$ cat config.mk
export PLATFORM = sky130hd
export DESIGN_NAME = fa32bit
export DESIGN_NICKNAME = d
export VERILOG_FILES = /design/src/rtl/fa32bit.sv
export SDC_FILE = /design/constraint.sdc
export NUM_CORES = 1
export LEC_CHECK = 0
export CAP_MARGIN = 20
export CORE_ASPECT_RATIO = 1.25
export CORE_MARGIN = 2
export CORE_UTILIZATION = 37
export CTS_BUF_LIST = sky130_fd_sc_hd__clkbuf_8
export DETAILED_ROUTE_END_ITERATION = 8
export GPL_ROUTABILITY_DRIVEN = 1
export PLACE_DENSITY = 0.88
export SLEW_MARGIN = 20
export SYNTH_ARGS = -nofsm -noshare
export SYNTH_HDL_FRONTEND = slang
export SYNTH_SLANG_ARGS = --single-unit
$ cat constraint.sdc
create_clock -name clk -period 18.95 [get_ports clk]
set_input_delay 1.895 -clock clk [delete_from_list [all_inputs] [get_ports clk]]
set_output_delay 1.895 -clock clk [all_outputs]
set_load 0.01 [all_outputs]
$ cat src/rtl/fa32bit.sv
// fa32bit: registered N-bit ripple-carry adder.
//   Computes {cout, s} = a + b + cin through a chain of 1-bit full-adder
//   cells, then captures the result in output flops on the rising clock edge.
// Ports:
//   clk   - clock; all state updates on the rising edge
//   rst_n - synchronous active-low reset; clears s and cout
//   a, b  - N-bit unsigned operands (not registered)
//   cin   - carry-in
//   s     - registered sum, bits [N-1:0] of a+b+cin
//   cout  - registered carry-out, bit N of a+b+cin

module fa32bit_cell (
   input  logic a,
   input  logic b,
   input  logic ci,
   output logic s,
   output logic co
);
   logic p;

   // The propagate term is shared by the sum and the carry.
   assign p  = a ^ b;
   assign s  = p ^ ci;
   assign co = (a & b) | (ci & p);
endmodule

module fa32bit #(
   parameter int N = 32
) (
   input  logic         clk,
   input  logic         rst_n,
   input  logic [N-1:0] a,
   input  logic [N-1:0] b,
   input  logic         cin,
   output logic [N-1:0] s,
   output logic         cout
);
   logic [N:0]   c;
   logic [N-1:0] sum_c;
   logic [N-1:0] s_d, s_q;
   logic         cout_d, cout_q;

   assign c[0] = cin;

   for (genvar i = 0; i < N; i++) begin : g_cell
      fa32bit_cell u_cell (
         .a  (a[i]),
         .b  (b[i]),
         .ci (c[i]),
         .s  (sum_c[i]),
         .co (c[i+1])
      );
   end

   // No enable: the register reloads every non-reset cycle.
   always_comb begin
      s_d    = sum_c;
      cout_d = c[N];
   end

   always_ff @(posedge clk) begin
      if (!rst_n) begin
         s_q    <= '0;
         cout_q <= 1'b0;
      end else begin
         s_q    <= s_d;
         cout_q <= cout_d;
      end
   end

   // Outputs come straight from flops.
   assign s    = s_q;
   assign cout = cout_q;
endmodule

==> parameters.txt, run 1 <==
Parameter                              Value

Logic synthesis
  Sequential fraction of the synthesis area ... 42.6%
  Number of distinct library cells after synthesis ... 6
  Number of storage elements in the synthesis netlist ... 33
  Yosys Warn Count ... 0
  Yosys top cell area share ... approximately 43%
  Avg Inst Size Synth ... 14.3 um^2
  Mapped Nets ... 207
  Netlist area before placement ... 0.00155 mm^2
  Most frequently used flop master after synthesis ... sky130_fd_sc_hd__dfxtp_1
  EDFF count, synth ... 0
  Most numerous cell types in the synthesized netlist ... sky130_fd_sc_hd__dfxtp_1, sky130_fd_sc_hd__fa_1, sky130_fd_sc_hd__and2_1
  Cell taking the most area after synthesis ... sky130_fd_sc_hd__dfxtp_1
  Async set-or-reset flop fraction in the synthesized netlist ... 0%
  Main area contributors after synthesis ... sky130_fd_sc_hd__dfxtp_1, sky130_fd_sc_hd__fa_1, sky130_fd_sc_hd__and2_1, sky130_fd_sc_hd__inv_1, sky130_fd_sc_hd__nor2b_1
  Cells after synthesis ... 108
  Most frequent cell after synthesis ... sky130_fd_sc_hd__dfxtp_1

Placement
  PortBufs ... 99
  RePlAce Congestion ... 0.756
  Worst setup slack before clock tree synthesis ... approximately 3.8 ns
  Estimated wirelength of the detail-placed design ... 3.01 mm

Floorplan
  Starting Density ... 38.1%
  X dimension of the die ... 61.9 um
  Number of top-level pins ... 100
  Row count ... 26
  Die area ... 0.00472 mm^2
  Height of the die ... 76.3 um
  Core Region ... 0.00407 mm^2

Critical path
  Crit Path Max Fanout ... 1
  Slowest stage cell on the critical path ... sky130_fd_sc_hd__fa_1
  Most frequent CP cell ... sky130_fd_sc_hd__fa_1
  Arrival time of data at the critical path endpoint ... roughly 15 ns
  Critical path type ... input port to flop
  Startpoint type of the worst setup path ... input port
  Peak per-stage delay on the critical path ... roughly 0.45 ns
  CP required ... 19.16 ns
  Critical Path Sink Type ... flop

GRT
  Met3 GRT Util ... under 10%
  GR met2 Demand/Resource ... 31.1%
  Busiest metal layer after global routing ... met2
  Maximum number of pins on one net before global-route repair ... 34
  Met1 track demand over resource ... 15.2%
  Total GRT Usage ... 16.8%
  Initial antenna violation count ... 0
  Global-route wire length before repair ... 5.62 mm
  Total congestion overflow ... 0
  Number of global-route vias before repair ... 1260

CTS
  Hold_buf cts ... 0
  Number of buffers created by CTS ... 5
  Setup Buffers After CTS ... 0
  Clock transition at the register clock pins on the worst setup and hold paths after CTS ... 0.06 ns
  Number of clock sinks seen by CTS ... 33
  CTS tree ... done
  H-tree Lvls ... 2
  Buffer type at the clock tree root ... sky130_fd_sc_hd__clkbuf_8
  Post-cts gate resize count ... 0
  Worst-case clock buffer depth ... 2

Routing
  Post-route antenna net violation count ... 0
  1st-iter DRT viols ... 14
  Average routed wire per standard cell ... approximately 13 um
  Detailed-route wire length ... 3.42 mm
  Number of vias after detailed routing ... 1118
  Detailed-route vias per instance ... ~4.2
  Post-detailed-route DRC marker count ... 0
  Pre-Repair DR Iteration Count ... 2

STA
  Worst Setup Slack, final ... 4.13 ns
  Final setup violation count ... 0
  Worst relative slew slack ... 45.3%
  Fmax ... slightly below 70 MHz
  Tmin final ... 14.82 ns
  Number of max-slew violations in the final report ... 0
  Setup repair after global routing missed its margin ... false
  Aggregate negative setup slack ... 0 ns
  Final clock period utilization by the worst path ... 78.2%
  Hold Violations, Final ... 0
  Transition at the pin with the smallest max-transition slack ... 0.818 ns

Power and ir drop
  Leakage Power ... 1.05 nW
  Peak supply drop ... 0.0428 mV
  Power per standard cell area ... around 70 mW/mm^2

Finish
  Number of antenna diodes ... 0
  Share of post-route cells with drive strength above 1 ... 2.86%
  Total number of nets in the final design ... 310
  Area added between synthesis and finish ... 72.3%
  Filler cells ... 319

Status
  Run status ... complete, no violations

Min path
  Class of the most critical hold timing path ... input port to flop

Flow run
  Max-capacitance violation count ... 0
state kept, by name (all words and copies together), names as in the netlist:
register and cells:
cout 1, s 32
layout by cell type (no fill, tap or decap):
cell	instances
sky130_fd_sc_hd__and2_1	30
sky130_fd_sc_hd__fa_1	32
sky130_fd_sc_hd__clkdlybuf4s50_1	99
sky130_fd_sc_hd__clkinv_2	1
sky130_fd_sc_hd__nor2b_1	3
sky130_fd_sc_hd__inv_1	7
sky130_fd_sc_hd__dfxtp_1	33
sky130_fd_sc_hd__clkbuf_8	5
layout make-up:
cell class	instances	area (um^2)	area share, %
multi-input cells	65	847	31.7
clock buffers	5	68.8	2.58
repair buffers	99	991	37.1
inverters	7	26.3	0.985
clock inverters	1	5.00	0.188
well taps	56	70.1	2.63
flip-flops and latches	33	661	24.8
where the power goes:
group          total [mW]  switching (mW)  internal [mW]
Sequential         0.0805         0.00201         0.0785
Clock              0.0467          0.0226         0.0241
Combinational      0.0592          0.0214         0.0378
Total               0.186          0.0460          0.140
critical path, delay by kind of cell:
kind	cells	cell delay [ns]
adders and majority gates	32	12.40
buffers and inverters	4	0.63
and+or+nand+nor	1	0.10
logic make-up (layout without fill, tap and decap cells):
family	count (synthesis)	after routing	synth area share, %
and+or+nand+nor	33	33	13.3
buffers and inverters	10	112	2.67
DFF	33	33	42.6
adders and majority gates	32	32	41.4
layer usage:
layer | up-vias | part of all wire [%]
met3 | 8 | 9.1
met4 | 0 | 3.0
li1 | 518 | -
met2 | 66 | 60
met1 | 526 | 28
met5 | - | 0
per-stage QoR:
| stage | hold slack [ns] | cell area (um^2) | util (%) | instances | power [mW] |
|---|---|---|---|---|---|
| 6_report | 2.32 | 2670 | 65.6 | 266 | 0.186 |
| 5_1_grt | 2.35 | 2670 | 65.6 | 266 | 0.200 |
| 4_1_cts | 2.31 | 2670 | 65.6 | 266 | 0.190 |
| 3_5_place_dp | 2.62 | 2590 | 63.8 | 260 | 0.143 |
| 3_3_place_gp | 2.61 | 2590 | 63.8 | 260 | 0.140 |
| 2_1_floorplan | 2.02 | 1550 | - | 108 | 0.103 |
final timing paths:
kind              startpoint     to  slack, ns  depth (start not counted)
setup / recovery        a[0]  s[31]       4.13                         37
hold / removal         b[31]  s[31]       2.32                          4
(Power assumes the default switching activity.)
==> run 2: changes to the inputs <==
==> constraint.sdc (replaced) <==
create_clock -name clk -period 13.8 [get_ports clk]
set_input_delay 1.38 -clock clk [delete_from_list [all_inputs] [get_ports clk]]
set_output_delay 1.38 -clock clk [all_outputs]
set_load 0.01 [all_outputs]
==> parameters.txt, run 2 (synthesis gave the netlist of run 1 again) <==
Parameter                              Value

Placement
  Inst Count DP ... between 200 and 300
  RePlAce Congestion ... roughly 0.74
  PortBufs ... 99
  Estimated wirelength of the detail-placed design ... 2.92 mm
  Instance area after placement ... 0.00259 mm^2

Status
  Run status ... complete, no violations

Critical path
  Critical Path Sink Type ... flop
  Peak per-stage delay on the critical path ... 0.43 ns
  Most frequent CP cell ... sky130_fd_sc_hd__fa_2
  CP required ... ~14 ns
  Crit path from ... a[0]
  Crit Path Max Fanout ... 1
  Startpoint type of the worst setup path ... input port
  Slowest stage cell on the critical path ... sky130_fd_sc_hd__clkdlybuf4s50_1
  Critical path type ... input port to flop
  Arrival time of data at the critical path endpoint ... ~14 ns

Min path
  Number of instances on the worst hold path ... 4
  Worst Hold Path EP ... s[9]
  Critical hold path startpoint ... b[9]
  Class of the most critical hold timing path ... input port to flop

Routing
  Post-detailed-route DRC marker count ... 0
  Detailed-route vias per instance ... 4.25
  Number of vias after detailed routing ... ~1100
  1st-iter DRT viols ... 34
  Average routed wire per standard cell ... 12.6 um
  Post-route antenna net violation count ... 0
  Detailed-route wire length ... roughly 3.4 mm
  Pre-Repair DR Iteration Count ... 2

Power and ir drop
  Relative contribution of combinational cells to total power ... 31.7%
  Switch share ... approximately a quarter
  Share of total power in sequential cells ... 42.2%
  Switching power of the nets ... 63.0 uW
  Power per standard cell area ... between 90 and 100 mW/mm^2
  Clock group share of total power ... 26.2%
  Leakage Power ... approximately 1.0 nW
  Peak supply drop ... around 0.052 mV
  Int Power ... 200 uW

CTS
  Number of clock sinks seen by CTS ... 33
  CTS tree ... done
  Number of buffers created by CTS ... 5
  H-tree Lvls ... 2
  Worst-case clock buffer depth ... 2
  Buffer type at the clock tree root ... sky130_fd_sc_hd__clkbuf_8
  Setup Buffers After CTS ... 0
  Clock transition at the register clock pins on the worst setup and hold paths after CTS ... 0.06 ns
  Hold_buf cts ... 0

STA
  Hold Violations, Final ... 0
  Number of max-slew violations in the final report ... 0
  Transition at the pin with the smallest max-transition slack ... 0.799 ns
  Aggregate negative setup slack ... 0 ns
  Final setup violation count ... 0
  Setup repair after global routing missed its margin ... false
  Tmin final ... 13.41 ns
  Worst relative slew slack ... 46.6%
  Final clock period utilization by the worst path ... ~97%
  Fmax ... 74.6 MHz
  Hold_ws ... ~1.8 ns

Finish
  Final instance count without filler cells ... approximately 270
  Number of antenna diodes ... 0
  Filler cells ... between 200 and 300
  Most used cells in the layout excluding fill and tap cells ... sky130_fd_sc_hd__clkdlybuf4s50_1, sky130_fd_sc_hd__dfxtp_1, sky130_fd_sc_hd__and2_1
  Share of post-route cells with drive strength above 1 ... around an eighth
  Layout Utilization ... between 60% and 70%
  Total number of nets in the final design ... 310
  Area added between synthesis and finish ... 76.3%
  Commonest non-fill, non-tap cell in the layout ... sky130_fd_sc_hd__clkdlybuf4s50_1
  Flip-flop count of the largest register, all copies and words added ... 32
  Final non-filler cell area ... 0.00273 mm^2

Floorplan
  Row count ... 26
  Number of top-level pins ... 100
  Core Region ... between 0.004 and 0.005 mm^2
  Height of the die ... 76.3 um
  Die area ... approximately 0.0047 mm^2
  Starting Density ... between 30% and 40%
  X dimension of the die ... 61.9 um

Flow run
  Max-capacitance violation count ... 0

GRT
  Global-route wire length before repair ... 5.75 mm
  Total GRT Usage ... 16.9%
  Number of global-route vias before repair ... 1384
  Initial antenna violation count ... 0
  Total congestion overflow ... 0
  Maximum number of pins on one net before global-route repair ... 34
## run 2: layer usage
metal	routed length, um	vias up	track usage [%]	part of all wire [%]
met5	0	-	0	0
met4	143	0	11.3	4.3
met3	300	12	4.58	8.9
met2	1950	69	30.8	58
met1	961	535	14.5	29
li1	-	519	-	-
## run 2: metrics by stage
stage | worst slack [ns] | power, mW
after floorplan | 0.171 | 0.141
after global placement | -0.589 | 0.192
after detailed placement | -0.823 | 0.196
after CTS | 0.0479 | 0.267
after global routing | 0.0234 | 0.283
final | 0.395 | 0.263
## run 2: layout make-up
type                            count  area (um^2)  area share (%)
Sequential cell                    33          661            24.2
Timing Repair Buffer               99          991            36.3
Multi-Input combinational cell     65          897            32.8
Clock inverter                      1         3.75           0.137
Inverter                            7         26.3           0.962
Tap cell                           56         70.1            2.57
Clock buffer                        6         82.6            3.02
## run 2: worst max path at each step
stage | slack [ns] | to | cells after the start
floorplan | 0.17 | s[31] | 36
global placement | -0.59 | s[31] | 37
detailed placement | -0.82 | s[31] | 37
CTS | 0.05 | s[31] | 37
global route | 0.02 | s[31] | 37
finish | 0.39 | s[31] | 37
## run 2: power by group through the flow
stage | logic, mW | registers [mW] | clock network, mW
5_1_grt | 0.0944 | 0.112 | 0.0766
6_report | 0.0832 | 0.111 | 0.0687
2_1_floorplan | 0.0215 | 0.120 | 0
3_3_place_gp | 0.0795 | 0.113 | 0
4_1_cts | 0.0838 | 0.111 | 0.0717
3_5_place_dp | 0.0826 | 0.113 | 0
## run 2: critical path, delay by kind of cell
family	cells	cell delay (ns)
adders and majority gates	32	11.46
buffers and inverters	4	0.65
and+or+nand+nor	1	0.11
## run 2: what timing repair did
item                                    4_1_cts  5_1_grt
pin swaps                                     1        0
hold endpoints to repair                      0        0
gates resized for setup                      13        7
endpoints found under the setup margin        3        3
